[src/rtl/bcd_countdown_timer_if.sv]
`timescale 1ns/1ps
`default_nettype none
// ============================================================================
// Module   : bcd_countdown_timer_if
// Brief    : Control pulses and display outputs of the BCD countdown timer.
// Revision : 1.0 - initial release
// ============================================================================
interface bcd_countdown_timer_if;
    logic       start;
    logic       clear;
    logic       inc_min;
    logic       inc_sec;
    logic [3:0] mDecimal;
    logic [3:0] mUnit;
    logic [3:0] sDecimal;
    logic [3:0] sUnit;
    logic [2:0] actualState;
    logic       finish;

    modport master (
        output start, clear, inc_min, inc_sec,
        input  mDecimal, mUnit, sDecimal, sUnit, actualState, finish
    );

    modport slave (
        input  start, clear, inc_min, inc_sec,
        output mDecimal, mUnit, sDecimal, sUnit, actualState, finish
    );
endinterface
`default_nettype wire

[src/rtl/bcd_countdown_timer.sv]
`timescale 1ns/1ps
`default_nettype none
// ============================================================================
// Module   : bcd_countdown_timer
// Brief    : mm:ss BCD countdown timer with start/pause/clear and a 1 s
//            prescaler. Optional macro TIMER_AUTO_RELOAD_EN restores the
//            preset time when leaving DONE with start.
// Revision : 1.0 - initial release
// ============================================================================
module bcd_countdown_timer #(
    parameter int unsigned TICKS_PER_SEC = 100_000_000,
    parameter int unsigned MAX_MIN       = 59
) (
    input  logic                 clk_100MHz,
    input  logic                 rst_n,
    bcd_countdown_timer_if.slave tmr_if
);
    localparam int unsigned          c_PRESC_W    = (TICKS_PER_SEC > 1) ? $clog2(TICKS_PER_SEC) : 1;
    localparam logic [c_PRESC_W-1:0] c_PRESC_TERM = c_PRESC_W'(TICKS_PER_SEC - 1);
    localparam logic [6:0]           c_MAX_MIN    = 7'(MAX_MIN);

    typedef enum logic [2:0] {
        S_IDLE  = 3'd0,
        S_RUN   = 3'd1,
        S_PAUSE = 3'd2,
        S_DONE  = 3'd3
    } state_t;

    state_t               state_q, state_d;
    logic [15:0]          time_q, time_d;      // {mDecimal, mUnit, sDecimal, sUnit}
    logic [c_PRESC_W-1:0] presc_q, presc_d;
    logic                 finish_q, finish_d;
`ifdef TIMER_AUTO_RELOAD_EN
    logic [15:0]          preset_q, preset_d;
`endif

    logic                 w_tick;
    logic [15:0]          w_time_dec;

    function automatic logic [15:0] bcd_dec(input logic [15:0] t);
        logic [3:0] m10, m1, s10, s1;
        {m10, m1, s10, s1} = t;
        if (s1 != 4'd0) begin
            s1 = s1 - 4'd1;
        end else begin
            s1 = 4'd9;
            if (s10 != 4'd0) begin
                s10 = s10 - 4'd1;
            end else begin
                s10 = 4'd5;
                if (m1 != 4'd0) begin
                    m1 = m1 - 4'd1;
                end else begin
                    m1  = 4'd9;
                    m10 = m10 - 4'd1;
                end
            end
        end
        return {m10, m1, s10, s1};
    endfunction

    function automatic logic [15:0] bcd_inc(input logic [15:0] t,
                                            input logic add_min,
                                            input logic add_sec);
        logic [3:0] m10, m1, s10, s1;
        logic [6:0] min_val;
        {m10, m1, s10, s1} = t;
        min_val = 7'(m10) * 7'd10 + 7'(m1);
        if (add_sec) begin
            if (s10 >= 4'd5 && s1 >= 4'd9) begin
                s10 = 4'd0;
                s1  = 4'd0;
            end else if (s1 >= 4'd9) begin
                s1  = 4'd0;
                s10 = s10 + 4'd1;
            end else begin
                s1 = s1 + 4'd1;
            end
        end
        if (add_min) begin
            if (min_val >= c_MAX_MIN) begin
                m10 = 4'd0;
                m1  = 4'd0;
            end else if (m1 >= 4'd9) begin
                m1  = 4'd0;
                m10 = m10 + 4'd1;
            end else begin
                m1 = m1 + 4'd1;
            end
        end
        return {m10, m1, s10, s1};
    endfunction

    assign w_tick     = (presc_q == c_PRESC_TERM);
    assign w_time_dec = bcd_dec(time_q);

    always_comb begin
        state_d  = state_q;
        time_d   = time_q;
        presc_d  = presc_q;
`ifdef TIMER_AUTO_RELOAD_EN
        preset_d = preset_q;
`endif
        if (tmr_if.clear) begin
            state_d  = S_IDLE;
            time_d   = 16'h0000;
            presc_d  = '0;
`ifdef TIMER_AUTO_RELOAD_EN
            preset_d = 16'h0000;
`endif
        end else begin
            case (state_q)
                S_IDLE: begin
                    presc_d = '0;
                    if (tmr_if.start) begin
                        if (time_q != 16'h0000) begin
                            state_d  = S_RUN;
`ifdef TIMER_AUTO_RELOAD_EN
                            preset_d = time_q;
`endif
                        end
                    end else begin
                        time_d = bcd_inc(time_q, tmr_if.inc_min, tmr_if.inc_sec);
                    end
                end
                S_RUN: begin
                    // A tick coinciding with start is still applied; reaching zero beats PAUSE.
                    if (w_tick) begin
                        presc_d = '0;
                        time_d  = w_time_dec;
                    end else begin
                        presc_d = presc_q + 1'b1;
                    end
                    if (w_tick && (w_time_dec == 16'h0000)) begin
                        state_d = S_DONE;
                    end else if (tmr_if.start) begin
                        state_d = S_PAUSE;
                    end
                end
                S_PAUSE: begin
                    if (tmr_if.start) begin
                        state_d = S_RUN;
                    end
                end
                S_DONE: begin
                    if (tmr_if.start) begin
                        state_d = S_IDLE;
                        presc_d = '0;
`ifdef TIMER_AUTO_RELOAD_EN
                        time_d  = preset_q;
`else
                        time_d  = 16'h0000;
`endif
                    end
                end
                default: begin
                    state_d = S_IDLE;
                    time_d  = 16'h0000;
                    presc_d = '0;
                end
            endcase
        end
        finish_d = (state_d == S_DONE);
    end

    always_ff @(posedge clk_100MHz or negedge rst_n) begin
        if (!rst_n) begin
            state_q  <= S_IDLE;
            time_q   <= 16'h0000;
            presc_q  <= '0;
            finish_q <= 1'b0;
`ifdef TIMER_AUTO_RELOAD_EN
            preset_q <= 16'h0000;
`endif
        end else begin
            state_q  <= state_d;
            time_q   <= time_d;
            presc_q  <= presc_d;
            finish_q <= finish_d;
`ifdef TIMER_AUTO_RELOAD_EN
            preset_q <= preset_d;
`endif
        end
    end

    assign tmr_if.mDecimal    = time_q[15:12];
    assign tmr_if.mUnit       = time_q[11:8];
    assign tmr_if.sDecimal    = time_q[7:4];
    assign tmr_if.sUnit       = time_q[3:0];
    assign tmr_if.actualState = state_q;
    assign tmr_if.finish      = finish_q;

endmodule
`default_nettype wire

[src/flat_wrapper.sv]
// flat-port wrapper written by rule: the top's interface ports become plain ports
module bcd_countdown_timer_flat 
#(
    parameter int unsigned TICKS_PER_SEC = 100_000_000,
    parameter int unsigned MAX_MIN       = 59
)
  (clk_100MHz, rst_n, tmr_if_start, tmr_if_clear, tmr_if_inc_min, tmr_if_inc_sec, tmr_if_mDecimal, tmr_if_mUnit, tmr_if_sDecimal, tmr_if_sUnit, tmr_if_actualState, tmr_if_finish);
  bcd_countdown_timer_if tmr_if_i ();
  input  logic clk_100MHz;
  input  logic rst_n;
  input wire logic [$bits(tmr_if_i.start)-1:0] tmr_if_start;
  input wire logic [$bits(tmr_if_i.clear)-1:0] tmr_if_clear;
  input wire logic [$bits(tmr_if_i.inc_min)-1:0] tmr_if_inc_min;
  input wire logic [$bits(tmr_if_i.inc_sec)-1:0] tmr_if_inc_sec;
  output wire logic [$bits(tmr_if_i.mDecimal)-1:0] tmr_if_mDecimal;
  output wire logic [$bits(tmr_if_i.mUnit)-1:0] tmr_if_mUnit;
  output wire logic [$bits(tmr_if_i.sDecimal)-1:0] tmr_if_sDecimal;
  output wire logic [$bits(tmr_if_i.sUnit)-1:0] tmr_if_sUnit;
  output wire logic [$bits(tmr_if_i.actualState)-1:0] tmr_if_actualState;
  output wire logic [$bits(tmr_if_i.finish)-1:0] tmr_if_finish;
  assign tmr_if_i.start = tmr_if_start;
  assign tmr_if_i.clear = tmr_if_clear;
  assign tmr_if_i.inc_min = tmr_if_inc_min;
  assign tmr_if_i.inc_sec = tmr_if_inc_sec;
  assign tmr_if_mDecimal = tmr_if_i.mDecimal;
  assign tmr_if_mUnit = tmr_if_i.mUnit;
  assign tmr_if_sDecimal = tmr_if_i.sDecimal;
  assign tmr_if_sUnit = tmr_if_i.sUnit;
  assign tmr_if_actualState = tmr_if_i.actualState;
  assign tmr_if_finish = tmr_if_i.finish;
  bcd_countdown_timer #(.TICKS_PER_SEC(TICKS_PER_SEC), .MAX_MIN(MAX_MIN)) u_core (.clk_100MHz(clk_100MHz), .rst_n(rst_n), .tmr_if(tmr_if_i));
endmodule
[config.mk]
export PLATFORM = sky130hd
export DESIGN_NAME = bcd_countdown_timer_flat
export DESIGN_NICKNAME = d
export VERILOG_FILES = /design/src/rtl/bcd_countdown_timer_if.sv /design/src/rtl/bcd_countdown_timer.sv /design/src/flat_wrapper.sv
export SDC_FILE = /design/constraint.sdc
export NUM_CORES = 1
export LEC_CHECK = 0
export ABC_AREA = 1
export CORE_MARGIN = 1
export CORE_UTILIZATION = 60
export CTS_BUF_LIST = sky130_fd_sc_hd__clkbuf_4 sky130_fd_sc_hd__clkbuf_8
export DETAILED_ROUTE_END_ITERATION = 16
export PLACE_DENSITY = 0.87
export SETUP_SLACK_MARGIN = 0.1
export SYNTH_ARGS = -nofsm -noshare
export SYNTH_HDL_FRONTEND = slang
export SYNTH_SLANG_ARGS = --single-unit
export TNS_END_PERCENT = 50
[constraint.sdc]
create_clock -name clk_100MHz -period 5.46 [get_ports clk_100MHz]
set_clock_uncertainty 0.2 [all_clocks]
set_input_delay 0.819 -clock clk_100MHz [delete_from_list [all_inputs] [get_ports clk_100MHz]]
set_output_delay 0.819 -clock clk_100MHz [all_outputs]
set_load 0.02 [all_outputs]
After elaboration in Yosys (flattened, before gate mapping):

Cells that the tools add are included.

* output and inout bits: 20
* input port bits: 6
* logic and storage cells: 86
* register bits: 47

* reduce and logical (&&, ||, !) cells: 13
* $mul: 1
* add/sub/neg operators: 10
* equality and inequality tests: 13
* mux-type cells: 38
* magnitude comparators: 4

Operators by type and width (count)
* two-way mux 4 bit: 21
* two-way mux 27 bit: 3
* case mux 27 bit (3 select lines): 1
* two-way mux 16 bit: 4
* case mux 16 bit (4 select lines): 1
* adder 27 x 1 -> 27 bit (second input constant): 1
* == test 27 bit (second input constant): 1
* two-way mux 3 bit: 7
* adder 4 x 1 -> 4 bit (second input constant): 4
* logical NOT 16 bit: 1
* nonzero test 16 bit: 1
* subtractor 4 x 1 -> 4 bit (second input constant): 4
* inequality test 3 bit (second input constant): 4
* case mux 3 bit (4 select lines): 1
* AND reduction 6 bit: 2
* nonzero test 4 bit: 3
* AND reduction 5 bit: 2
* == test 3 x 2 -> 1 bit (second input constant): 3
* greater-or-equal comparator 4 bit (second input constant): 2
* inequality test 4 x 2 -> 1 bit (second input constant): 2
* adder 7 x 4 -> 7 bit: 1
* greater-or-equal comparator 7 x 6 -> 1 bit (second input constant): 1
* multiplier 4 x 3 -> 6 bit (second input constant): 1
* greater-or-equal comparator 4 x 3 -> 1 bit (second input constant): 1
* 6 further kinds: 7

Depth between registers and ports, before layout:

Gate-level depths: netlist of run 1.

* depth after elaboration: 10
* mapped depth: 16

Least setup slack after synthesis of run 1:

Ideal clock, no wire load.

* kind: register to register
* from: register u_core.time_q[13]
* to: register u_core.time_q[14]
* arrival: 2.537 ns
* data required time: 5.194 ns
* cell stages (with the launch flop): 13
* slack: 2.657 ns
* clock period less this slack: 2.803 ns
* cells stage by stage: dfrtp_1 > ha_1 > ha_1 > fa_1 > inv_1 > nor2_1 > xor2_1 > nand3_1 > inv_1 > nand2_1 > nand2_1 > nand2_1 > nand2_1

* longest elaborated chain between the ends: 8

RTL lines
* from (decl): RTL line bcd_countdown_timer.sv:30 `logic [15:0] time_q, time_d;`
* from (signal assigned): RTL line bcd_countdown_timer.sv:177 `time_q <= time_d;`
* multiplier 4 x 3 -> 6 bit: RTL line bcd_countdown_timer.sv:68 `min_val = 7'(m10) * 7'd10 + 7'(m1);`
* adder 7 x 4 -> 7 bit: RTL line bcd_countdown_timer.sv:68
* greater-or-equal comparator 7 x 6 -> 1 bit: RTL line bcd_countdown_timer.sv:81 `if (min_val >= c_MAX_MIN) begin`
* two-way mux 4 bit: RTL line bcd_countdown_timer.sv:81
* two-way mux 4 bit: RTL line bcd_countdown_timer.sv:80 `if (add_min) begin`
* two-way mux 16 bit: RTL line bcd_countdown_timer.sv:115 `if (tmr_if.start) begin`
* case mux 16 bit (4 select lines): RTL line bcd_countdown_timer.sv:112 `case (state_q)`
* two-way mux 16 bit: RTL line bcd_countdown_timer.sv:104 `if (tmr_if.clear) begin`

Several ways; a longest one is shown, not always the timed one. The select of a mux whose other input is x is not followed.
A chain may end at the register's enable or synchronous reset.

Final worst setup path of run 1:

* from: register u_core.time_q[13]
* to: register u_core.time_q[13]

The elaborated chain is that of the path after synthesis.

==> flow_summary_export.csv, run 1 <==
group,metric,value,unit
worst_hold_path,min_path_type,"register to register",
sta,worstMarginPinSlew,1040,ps
critical_path,path_cells,"ha_1, ha_1, fa_1, inv_1, nor2_1, xor2_1, nand3_1, inv_1, nand2_1, nand2_1, nand2_1, nand2_1",
routing,drt_iter0_drc,396,
clock_network,clkTransAtPathRegs,90,ps
pwr,combPwrFrac,28.7,%
synthesis,synth_edf_count,0,
global_routing,grt_antenna_before_repair,0,
sta,finalCritPeriodShare,58.3,%
synthesis,yosysTopAreaCellShare,33.5,%
die,dieArea,6160,um^2
global_routing,grt.overflow.total,0,
synthesis,ys_ff_latch,47,
placed_design,place_ws,2140,ps
pwr,swShare,34.9,%
synthesis,synthArstFlopShare,100,%
pwr,power_density,225,nW/um^2
die,rows,27,
finish,fin_nets,562,
clock_network,worstSkewPairLatency,300,ps
critical_path,crit_top_cell,"nand2_1",
job,maxCapViolations,0,
synthesis,yosys-top-cells-area,"dfrtp_1, nand2_1, ha_1",
synthesis,synthFlopType,"dfrtp_1",
synthesis,syn_area,3510,um^2
routing,ant_nets,0,
finish,fillerInstances,455,
placed_design,dp.cells,599,
clock_network,htree_levels,2,
finish,syn2layout_area_growth,12.1,%
critical_path,endpoint,"u_core.time_q[13]$_DFFE_PN0P_",
placed_design,port_buffers,25,
synthesis,yosysWarnings,0,
placed_design,dpl.hpwl,6.61,mm
critical_path,crit_family,"adder cells",
clock_network,cts_buffer_depth,2,
sta,worst_hold_slack,305,ps
critical_path,cp_slowest_stage_delay,530,ps
routing,drc,0,
critical_path,crit_type,"register to register",
clock_network,root_buffer,"clkbuf_8",
die,start_util,63.0,%
synthesis,yosysSeqAreaShare,33.5,%
clock_network,cts_resized,0,
die,dieWidth,78.5,um
routing,vias,3554,
placed_design,routabilityCongestion,0.913,
critical_path,cp_max_fo,8,
placed_design,postPlaceCellArea,3830,um^2
routing,wirelength,8.98,mm
finish,layout_commonest_cell,"nand2_1",
sta,rsz0062_at_grt,"false",
clock_network,post_cts_buffers,0,
die,top_level_ports,26,
critical_path,worstPathArrival,3210,ps
synthesis,synth.distinct_cells,34,
critical_path,start_kind,"register",
sta,finalSetupViolations,0,
sta,finalHoldViolCount,0,
routing,avgViaCountPerCell,5.86,
pwr,power,0.884,mW
sta,finalSetupTns,0,ps
finish,final_area,3940,um^2
sta,fmax,314,MHz
die,die_y,78.5,um
finish,instances_no_fill,606,
critical_path,reg2reg_slack,2280,ps
global_routing,grt_max_degree,48,
routing,wl_per_cell,14.8,um
clock_network,clock-sinks,47,
pwr,power.leakage,1.82,nW
finish,diodes,0,
critical_path,critical_path.startpoint,"u_core.time_q[13]$_DFFE_PN0P_",
finish,drive_above_1_share,6.93,%
pwr,clockPowerShare,28.4,%
clock_network,postCtsHoldBufs,0,
pwr,power.share.sequential,42.9,%
synthesis,synth_nets,534,
sta,fin_ws,2280,ps
pwr,ir_drop,147,uV
critical_path,ff2ff_path_depth,12,
global_routing,grt_pass1_wl,15.0,mm
synthesis,netlist_instances,506,
sta,slew_headroom,30.9,%
finish,fin_util,70.6,%
routing,first_pass_iters,5,
pwr,p_sw,0.308,mW
critical_path,reg2reg_to,"u_core.time_q[13]$_DFFE_PN0P_",
pwr,internal-power,0.576,mW
critical_path,rr_startpoint,"u_core.time_q[13]$_DFFE_PN0P_",
clock_network,cts_tree,"done",
sta,slew_viol_final,0,
critical_path,cp.required,5490,ps
global_routing,grtUsageTotal,30.8,%
synthesis,yosysTopAreaCell,"dfrtp_1",
critical_path,crit_slowest_cell,"fa_1",
global_routing,grt_pass1_vias,3350,
clock_network,numCtsBuffers,5,
finish,regArea,1180,um^2
run_status,outcome,"finished, final reports clean",
critical_path,worst-path-buf-inv,2,
finish,multiInputGateArea,2050,um^2
die,core-area,5570,um^2
sta,fin_crit,3180,ps
critical_path,end_kind,"register",
critical_path,crit_cells,12,
synthesis,syn_avg_cell_area,6.94,um^2
finish,layout_common_cells,"nand2_1, nor2_1, inv_1",
[worst register-to-register path: stages (launching register included)]
cell,delay [ps]
dfrtp_1,500
ha_1,340
ha_1,210
fa_1,530
inv_1,50
nor2_1,120
xor2_1,350
nand3_1,200
inv_1,150
nand2_1,140
nand2_1,170
nand2_1,80
nand2_1,80
[cells by family after synthesis]
| group | share of synthesized area [%] |
|---|---|
| AO/OA/AOI/OAI | 12.3 |
| XOR/XNOR | 2.99 |
| adder cells (fa/ha/maj) | 8.27 |
| buffers and inverters | 8.09 |
| flip-flops | 33.5 |
| other | 0.107 |
| AND/OR/NAND/NOR | 34.8 |
[flip-flops by register name (all words and copies together), names as in the netlist]
signal                     cells
u_core.tmr_if.finish           1
u_core.time_q                 16
u_core.tmr_if.actualState      3
u_core.presc_q                27
[per-layer routing]
layer / GRT usage [%] / wire (um)
met4: 11.3 / 214
met2: 51.5 / 4270
met1: 40.3 / 3900
met3: 5.12 / 587
met5: 0 / 0
[area by class of cell]
class | instances | area share (%)
clock buffer | 5 | 1.75
clock inverter | 2 | 0.954
inverter | 71 | 6.80
multi-input combinational | 384 | 52.1
sequential | 47 | 29.9
tap | 72 | 2.29
timing repair buffer | 25 | 6.23
[power groups by stage]
stage	clock network, mW	registers [mW]	logic [mW]
after floorplan	0	0.391	0.164
after global placement	0	0.385	0.239
after detailed placement	0	0.386	0.244
after CTS	0.254	0.379	0.247
after global routing	0.262	0.382	0.283
final	0.251	0.380	0.254
[synthesized netlist by cell type (2+ instances only)]
library cell  number
nand2_1          121
nor2_1            63
inv_1             60
dfrtp_1           47
nand3_1           43
o21ai_0           31
a21oi_1           27
ha_1              20
nor3_1            14
nand4_1           12
inv_2             10
xor2_1             8
nor2_4             7
xnor2_1            4
clkbuf_1           3
nand2_2            3
nand3_2            3
nor2_2             3
o21a_1             3
o21ai_1            3
a211oi_1           2
and3_1             2
fa_1               2
o211ai_1           2
o22ai_1            2
o31ai_1            2
o32ai_1            2
[worst min path at each step]
stage / from / endpoint / slack, ps / cells after the start
detailed placement: u_core.presc_q[0]$_DFFE_PN0P_ / u_core.presc_q[0]$_DFFE_PN0P_ / 290 / 1
global placement: u_core.presc_q[0]$_DFFE_PN0P_ / u_core.presc_q[0]$_DFFE_PN0P_ / 290 / 1
CTS: u_core.presc_q[0]$_DFFE_PN0P_ / u_core.presc_q[0]$_DFFE_PN0P_ / 300 / 1
finish: u_core.presc_q[0]$_DFFE_PN0P_ / u_core.presc_q[0]$_DFFE_PN0P_ / 300 / 1
floorplan: u_core.presc_q[23]$_DFFE_PN0P_ / u_core.presc_q[23]$_DFFE_PN0P_ / 260 / 2
global route: u_core.presc_q[0]$_DFFE_PN0P_ / u_core.presc_q[0]$_DFFE_PN0P_ / 330 / 1
(Power assumes the default switching activity.)
==> run 2: changes to the inputs <==
--- a/config.mk
+++ b/config.mk
@@ -7,10 +7,10 @@
 export LEC_CHECK = 0
 export ABC_AREA = 1
 export CORE_MARGIN = 1
-export CORE_UTILIZATION = 60
+export CORE_UTILIZATION = 55
 export CTS_BUF_LIST = sky130_fd_sc_hd__clkbuf_4 sky130_fd_sc_hd__clkbuf_8
 export DETAILED_ROUTE_END_ITERATION = 16
-export PLACE_DENSITY = 0.87
+export PLACE_DENSITY = 0.85
 export SETUP_SLACK_MARGIN = 0.1
 export SYNTH_ARGS = -nofsm -noshare
 export SYNTH_HDL_FRONTEND = slang
==> constraint.sdc (replaced) <==
create_clock -name clk_100MHz -period 2.6 [get_ports clk_100MHz]
set_clock_uncertainty 0.2 [all_clocks]
set_input_delay 0.39 -clock clk_100MHz [delete_from_list [all_inputs] [get_ports clk_100MHz]]
set_output_delay 0.39 -clock clk_100MHz [all_outputs]
set_load 0.02 [all_outputs]
==> run 2 against run 1 <==
Non-clock buffer count grew 30. Routed wire length grew 2.3%. First-iteration DRC count grew 13%. Flip-flop and latch count is the same. Highest routed layer unchanged. Core utilization grew 1.3 points. Combinational power grew to 2.7 times the previous value. Critical path depth is the same. Register-to-register slack lost 2200 ps. Power grew 130%. Setup slack lost 2200 ps. Critical endpoint is now u_core.time_q[14]$_DFFE_PN0P_.
==> flow_summary_export.csv, run 2 (synthesis results as in run 1) <==
group,metric,value,unit
run_status,outcome,"finished, final reports clean",
finish,layout_commonest_cell,"nand2_1",
global_routing,grt_antenna_before_repair,0,
routing,wl_per_cell,14.3,um
routing,drt_iter0_drc,448,
routing,wirelength,9.18,mm
finish,diodes,0,
clock_network,worstSkewPairLatency,310,ps
finish,fin_util,71.9,%
job,maxCapViolations,0,
die,top_level_ports,26,
critical_path,end_kind,"register",
finish,drive_above_1_share,17.5,%
clock_network,htree_levels,2,
sta,fin_crit,2540,ps
clock_network,clkTransAtPathRegs,100,ps
routing,vias,3691,
critical_path,cp_max_fo,5,
critical_path,cp_slowest_stage_delay,510,ps
sta,fmax,393,MHz
critical_path,cp.required,2640,ps
sta,slew_headroom,52.7,%
pwr,power,2.03,mW
sta,rsz0062_at_grt,"true",
pwr,power_density,468,nW/um^2
clock_network,root_buffer,"clkbuf_8",
clock_network,numCtsBuffers,5,
routing,avgViaCountPerCell,5.77,
clock_network,cts_tree,"done",
finish,final_area,4330,um^2
global_routing,grtUsageTotal,30.2,%
placed_design,dpl.hpwl,6.76,mm
critical_path,path_cells,"ha_4, ha_4, fa_1, inv_1, nor2_2, xor2_1, nand3_2, inv_2, nand2_4, nand2_4, nand2_1, nand2_1",
finish,largest_register_ffs,27,
global_routing,grt_pass1_wl,15.6,mm
global_routing,grt_pass1_vias,3560,
die,core-area,6030,um^2
sta,finalSetupTns,0,ps
sta,finalCritPeriodShare,97.9,%
routing,ant_nets,0,
sta,finalSetupViolations,0,
placed_design,postPlaceCellArea,4080,um^2
finish,largest-register,"u_core.presc_q",
finish,layout_common_cells,"nand2_1, nor2_1, inv_1",
clock_network,clock-sinks,47,
die,start_util,58.3,%
global_routing,grt_max_degree,34,
worst_hold_path,min_path_type,"register to register",
sta,worstMarginPinSlew,709,ps
sta,slew_viol_final,0,
finish,fin_nets,592,
critical_path,crit_type,"register to register",
die,rows,28,
critical_path,worstPathArrival,2590,ps
die,dieWidth,81.9,um
placed_design,routabilityCongestion,0.911,
global_routing,grt.overflow.total,0,
pwr,power.leakage,1.99,nW
placed_design,port_buffers,25,
clock_network,cts_buffer_depth,2,
die,dieArea,6710,um^2
sta,finalHoldViolCount,0,
die,die_y,81.9,um
pwr,ir_drop,408,uV
routing,drc,0,
finish,syn2layout_area_growth,23.4,%
routing,first_pass_iters,5,
critical_path,start_kind,"register",
critical_path,crit_slowest_cell,"fa_1",
## run 2: final cells by class
| type | count | area (um^2) |
|---|---|---|
| multi-input combinational | 384 | 2200 |
| fill | 481 | 1690 |
| sequential | 47 | 1180 |
| timing repair buffer | 55 | 477 |
| inverter | 71 | 268 |
| tap | 75 | 93.8 |
| clock buffer | 6 | 76.3 |
| clock inverter | 2 | 37.5 |
## run 2: path summary, 6_finish.rpt
| check | start | to | slack (ps) | depth (start not counted) |
|---|---|---|---|---|
| worst max register to register | u_core.time_q[13]$_DFFE_PN0P_ | u_core.time_q[14]$_DFFE_PN0P_ | 60 | 12 |
| worst max-delay path | u_core.time_q[13]$_DFFE_PN0P_ | u_core.time_q[14]$_DFFE_PN0P_ | 60 | 12 |
| min in group asynchronous | rst_n | u_core.presc_q[0]$_DFFE_PN0P_ | 470 | 2 |
| max in group asynchronous | rst_n | u_core.time_q[4]$_DFFE_PN0P_ | 1110 | 3 |
| worst min register to register | u_core.presc_q[23]$_DFFE_PN0P_ | u_core.presc_q[23]$_DFFE_PN0P_ | 320 | 2 |
| worst min-delay path | u_core.presc_q[23]$_DFFE_PN0P_ | u_core.presc_q[23]$_DFFE_PN0P_ | 320 | 2 |
## run 2: critical path: cells and delay by family, from the launching register on
| kind | cells | cell delay (ps) |
|---|---|---|
| fa+ha+maj | 3 | 910 |
| simple gates | 6 | 540 |
| flops | 1 | 440 |
| xor+xnor | 1 | 230 |
| buf+inv | 2 | 170 |
## run 2: routing by layer
metal / wire, um / GRT usage (%) / up-vias
met3: 728 / 5.89 / 35
met2: 4360 / 49.7 / 181
met5: 0 / 0 / -
met4: 201 / 11.1 / 0
li1: - / - / 1764
met1: 3890 / 39.1 / 1711
## run 2: per-stage QoR
stage | hold slack [ps] | setup WS [ps] | std cells
2_1_floorplan | -106 | -6.69 | 506
3_3_place_gp | 282 | 117 | 630
3_5_place_dp | 289 | 33.7 | 630
4_1_cts | 320 | 90.7 | 639
5_1_grt | 344 | -32.2 | 640
6_report | 316 | 55.7 | 640
## run 2: what timing repair did
item / 4_1_cts / 5_1_grt
hold buffers: 1 / 0
pin swaps: 8 / 6
setup buffers: 0 / 1
setup endpoints to repair: 7 / 12
resized for setup: 9 / 22
hold endpoints to repair: 31 / 0
## run 2: power by group
| part | total (mW) | switching (mW) | internal [mW] |
|---|---|---|---|
| sequential | 0.779 | 0.0249 | 0.754 |
| clock | 0.561 | 0.263 | 0.298 |
| combinational | 0.687 | 0.428 | 0.259 |
==> run 3: changes to the inputs <==
--- a/config.mk
+++ b/config.mk
@@ -6,11 +6,11 @@
 export NUM_CORES = 1
 export LEC_CHECK = 0
 export ABC_AREA = 1
-export CORE_MARGIN = 1
-export CORE_UTILIZATION = 55
+export CORE_MARGIN = 5
+export CORE_UTILIZATION = 50
 export CTS_BUF_LIST = sky130_fd_sc_hd__clkbuf_4 sky130_fd_sc_hd__clkbuf_8
 export DETAILED_ROUTE_END_ITERATION = 16
-export PLACE_DENSITY = 0.85
+export PLACE_DENSITY = 0.78
 export SETUP_SLACK_MARGIN = 0.1
 export SYNTH_ARGS = -nofsm -noshare
 export SYNTH_HDL_FRONTEND = slang
==> run 3 against run 2 <==
Maximum frequency shrank 0.12%. First-iteration DRC count is 43% lower. Flip-flop and latch count stayed put. Design area fell by 1.5%. Global-route usage down 8.8 points. Core utilization fell by 9.4 points. Cell count is 3.0% higher. Clock power shrank 21%. Register-to-register slack barely moved. Setup slack got worse by 2.9 ps. Sequential power is essentially flat. Critical path depth down 1. Critical endpoint is now u_core.time_q[13]$_DFFE_PN0P_. Largest cell class unchanged.
==> flow_summary_export.csv, run 3 (synthesis results as in run 1) <==
group,metric,value,unit
finish,final_area,4270,um^2
sta,slew_headroom,63.9,%
clock_network,root_buffer,"clkbuf_8",
critical_path,path_cells,"ha_4, ha_4, fa_1, buf_4, xor2_1, nand4_1, buf_4, nand4_1, nand2_1, nand3_1, nand2_1",
placed_design,routabilityCongestion,0.954,
critical_path,crit_cells,11,
finish,diodes,0,
critical_path,cp.required,2590,ps
routing,ant_nets,0,
global_routing,grt_max_degree,26,
sta,finalHoldViolCount,0,
die,dieArea,8800,um^2
sta,worstMarginPinSlew,542,ps
routing,drt_iter0_drc,255,
routing,drc,0,
worst_hold_path,min_path_type,"register to register",
worst_hold_path,whs_path_depth,1,
finish,largest-register,"u_core.presc_q",
global_routing,grt_pass1_vias,3398,
finish,fin_nets,590,
die,core-area,6830,um^2
die,start_util,51.4,%
placed_design,port_buffers,25,
critical_path,cp_slowest_stage_delay,450,ps
sta,fmax,393,MHz
routing,first_pass_iters,5,
global_routing,grt_antenna_before_repair,0,
global_routing,grt_pass1_wl,15.3,mm
clock_network,clkTransAtPathRegs,80,ps
clock_network,clock-sinks,47,
critical_path,start_kind,"register",
sta,finalSetupViolations,0,
critical_path,worstPathArrival,2540,ps
pwr,clockPowerShare,24.2,%
clock_network,cts_tree,"done",
pwr,power.leakage,1.96,nW
pwr,p_sw,0.645,mW
critical_path,ff2ff_path_depth,11,
placed_design,postPlaceCellArea,4090,um^2
routing,vias,3512,
die,rows,30,
routing,wirelength_met1,3.72,mm
sta,rsz0062_at_grt,"true",
pwr,power.share.sequential,42.3,%
finish,drive_above_1_share,15.1,%
finish,syn2layout_area_growth,21.5,%
critical_path,end_kind,"register",
die,dieWidth,93.8,um
routing,met2WireLength,4.76,mm
sta,fin_crit,2550,ps
critical_path,crit_type,"register to register",
global_routing,grt.overflow.total,0,
die,top_level_ports,26,
pwr,swShare,35.0,%
critical_path,worst-path-buf-inv,2,
critical_path,crit_family,"adder cells",
critical_path,cp_max_fo,4,
clock_network,cts_buffer_depth,2,
finish,layout_commonest_cell,"nand2_1",
sta,slew_viol_final,0,
routing,wl_per_cell,13.8,um
routing,wl_met3,482,um
clock_network,numCtsBuffers,5,
global_routing,grtUsageTotal,21.4,%
sta,finalCritPeriodShare,98.0,%
run_status,outcome,"finished, final reports clean",
clock_network,worstSkewPairLatency,290,ps
routing,avgViaCountPerCell,5.33,
pwr,internal-power,1.19,mW
routing,wirelength,9.10,mm
finish,largest_register_ffs,27,
finish,instances_no_fill,659,
job,maxCapViolations,0,
die,die_y,93.8,um
placed_design,dpl.hpwl,6.97,mm
critical_path,crit_slowest_cell,"fa_1",
sta,finalSetupTns,0,ps
pwr,power_density,431,nW/um^2
placed_design,dp.cells,648,
pwr,combPwrFrac,33.6,%
placed_design,place_ws,55.4,ps
finish,fillerInstances,624,
routing,maxUsedRoutingLayer,"met4",
clock_network,htree_levels,2,
pwr,ir_drop,294,uV
finish,layout_common_cells,"nand2_1, nor2_1, inv_1",
sta,fin_ws,52.7,ps
==> run 3: per-layer routing <==
metal | global-route usage [%] | up-vias
met3 | 3.85 | 18
met1 | 26.0 | 1613
met5 | 0 | -
li1 | - | 1764
met2 | 39.0 | 117
met4 | 4.69 | 0
==> run 3: layout make-up <==
cell class	instances	area [um^2]	area share [%]
multi-input combinational	384	2150	50.4
sequential	47	1180	27.7
timing repair buffer	53	458	10.7
inverter	71	268	6.28
tap	96	120	2.82
clock buffer	7	83.8	1.96
clock inverter	1	5.00	0.117
==> run 3: worst paths after layout <==
| kind | start | end | slack [ps] |
|---|---|---|---|
| min in group asynchronous | rst_n | u_core.presc_q[16]$_DFFE_PN0P_ | 400 |
| max in group asynchronous | rst_n | u_core.presc_q[13]$_DFFE_PN0P_ | 1190 |
| worst min register to register | u_core.presc_q[0]$_DFFE_PN0P_ | u_core.presc_q[0]$_DFFE_PN0P_ | 310 |
| worst min-delay path | u_core.presc_q[0]$_DFFE_PN0P_ | u_core.presc_q[0]$_DFFE_PN0P_ | 310 |
| worst max-delay path | u_core.time_q[15]$_DFFE_PN0P_ | u_core.time_q[13]$_DFFE_PN0P_ | 50 |
| worst max register to register | u_core.time_q[15]$_DFFE_PN0P_ | u_core.time_q[13]$_DFFE_PN0P_ | 50 |
==> run 3: per-stage QoR <==
step | power, mW | utilization, % | hold slack (ps)
floorplan | 1.17 | - | -106
finish | 1.84 | 62.5 | 311
global route | 1.97 | 62.5 | 357
global placement | 1.35 | 59.8 | 215
detailed placement | 1.37 | 59.8 | 220
CTS | 1.82 | 61.5 | 312
==> run 3: power by group through the flow <==
stage / combinational (mW) / clock, mW / sequential (mW)
final: 0.617 / 0.445 / 0.777
after CTS: 0.585 / 0.461 / 0.778
after detailed placement: 0.578 / 0 / 0.792
after floorplan: 0.348 / 0 / 0.822
after global placement: 0.564 / 0 / 0.791
after global routing: 0.695 / 0.491 / 0.782
==> run 3: what timing repair did <==
| item | 4_1_cts | 5_1_grt |
|---|---|---|
| resized for setup | 2 | 14 |
| hold endpoints to repair | 23 | 0 |
| endpoints found under the setup margin | 7 | 11 |
| setup buffers | 1 | 1 |
| hold buffers | 1 | 0 |
| pin swaps | 4 | 2 |
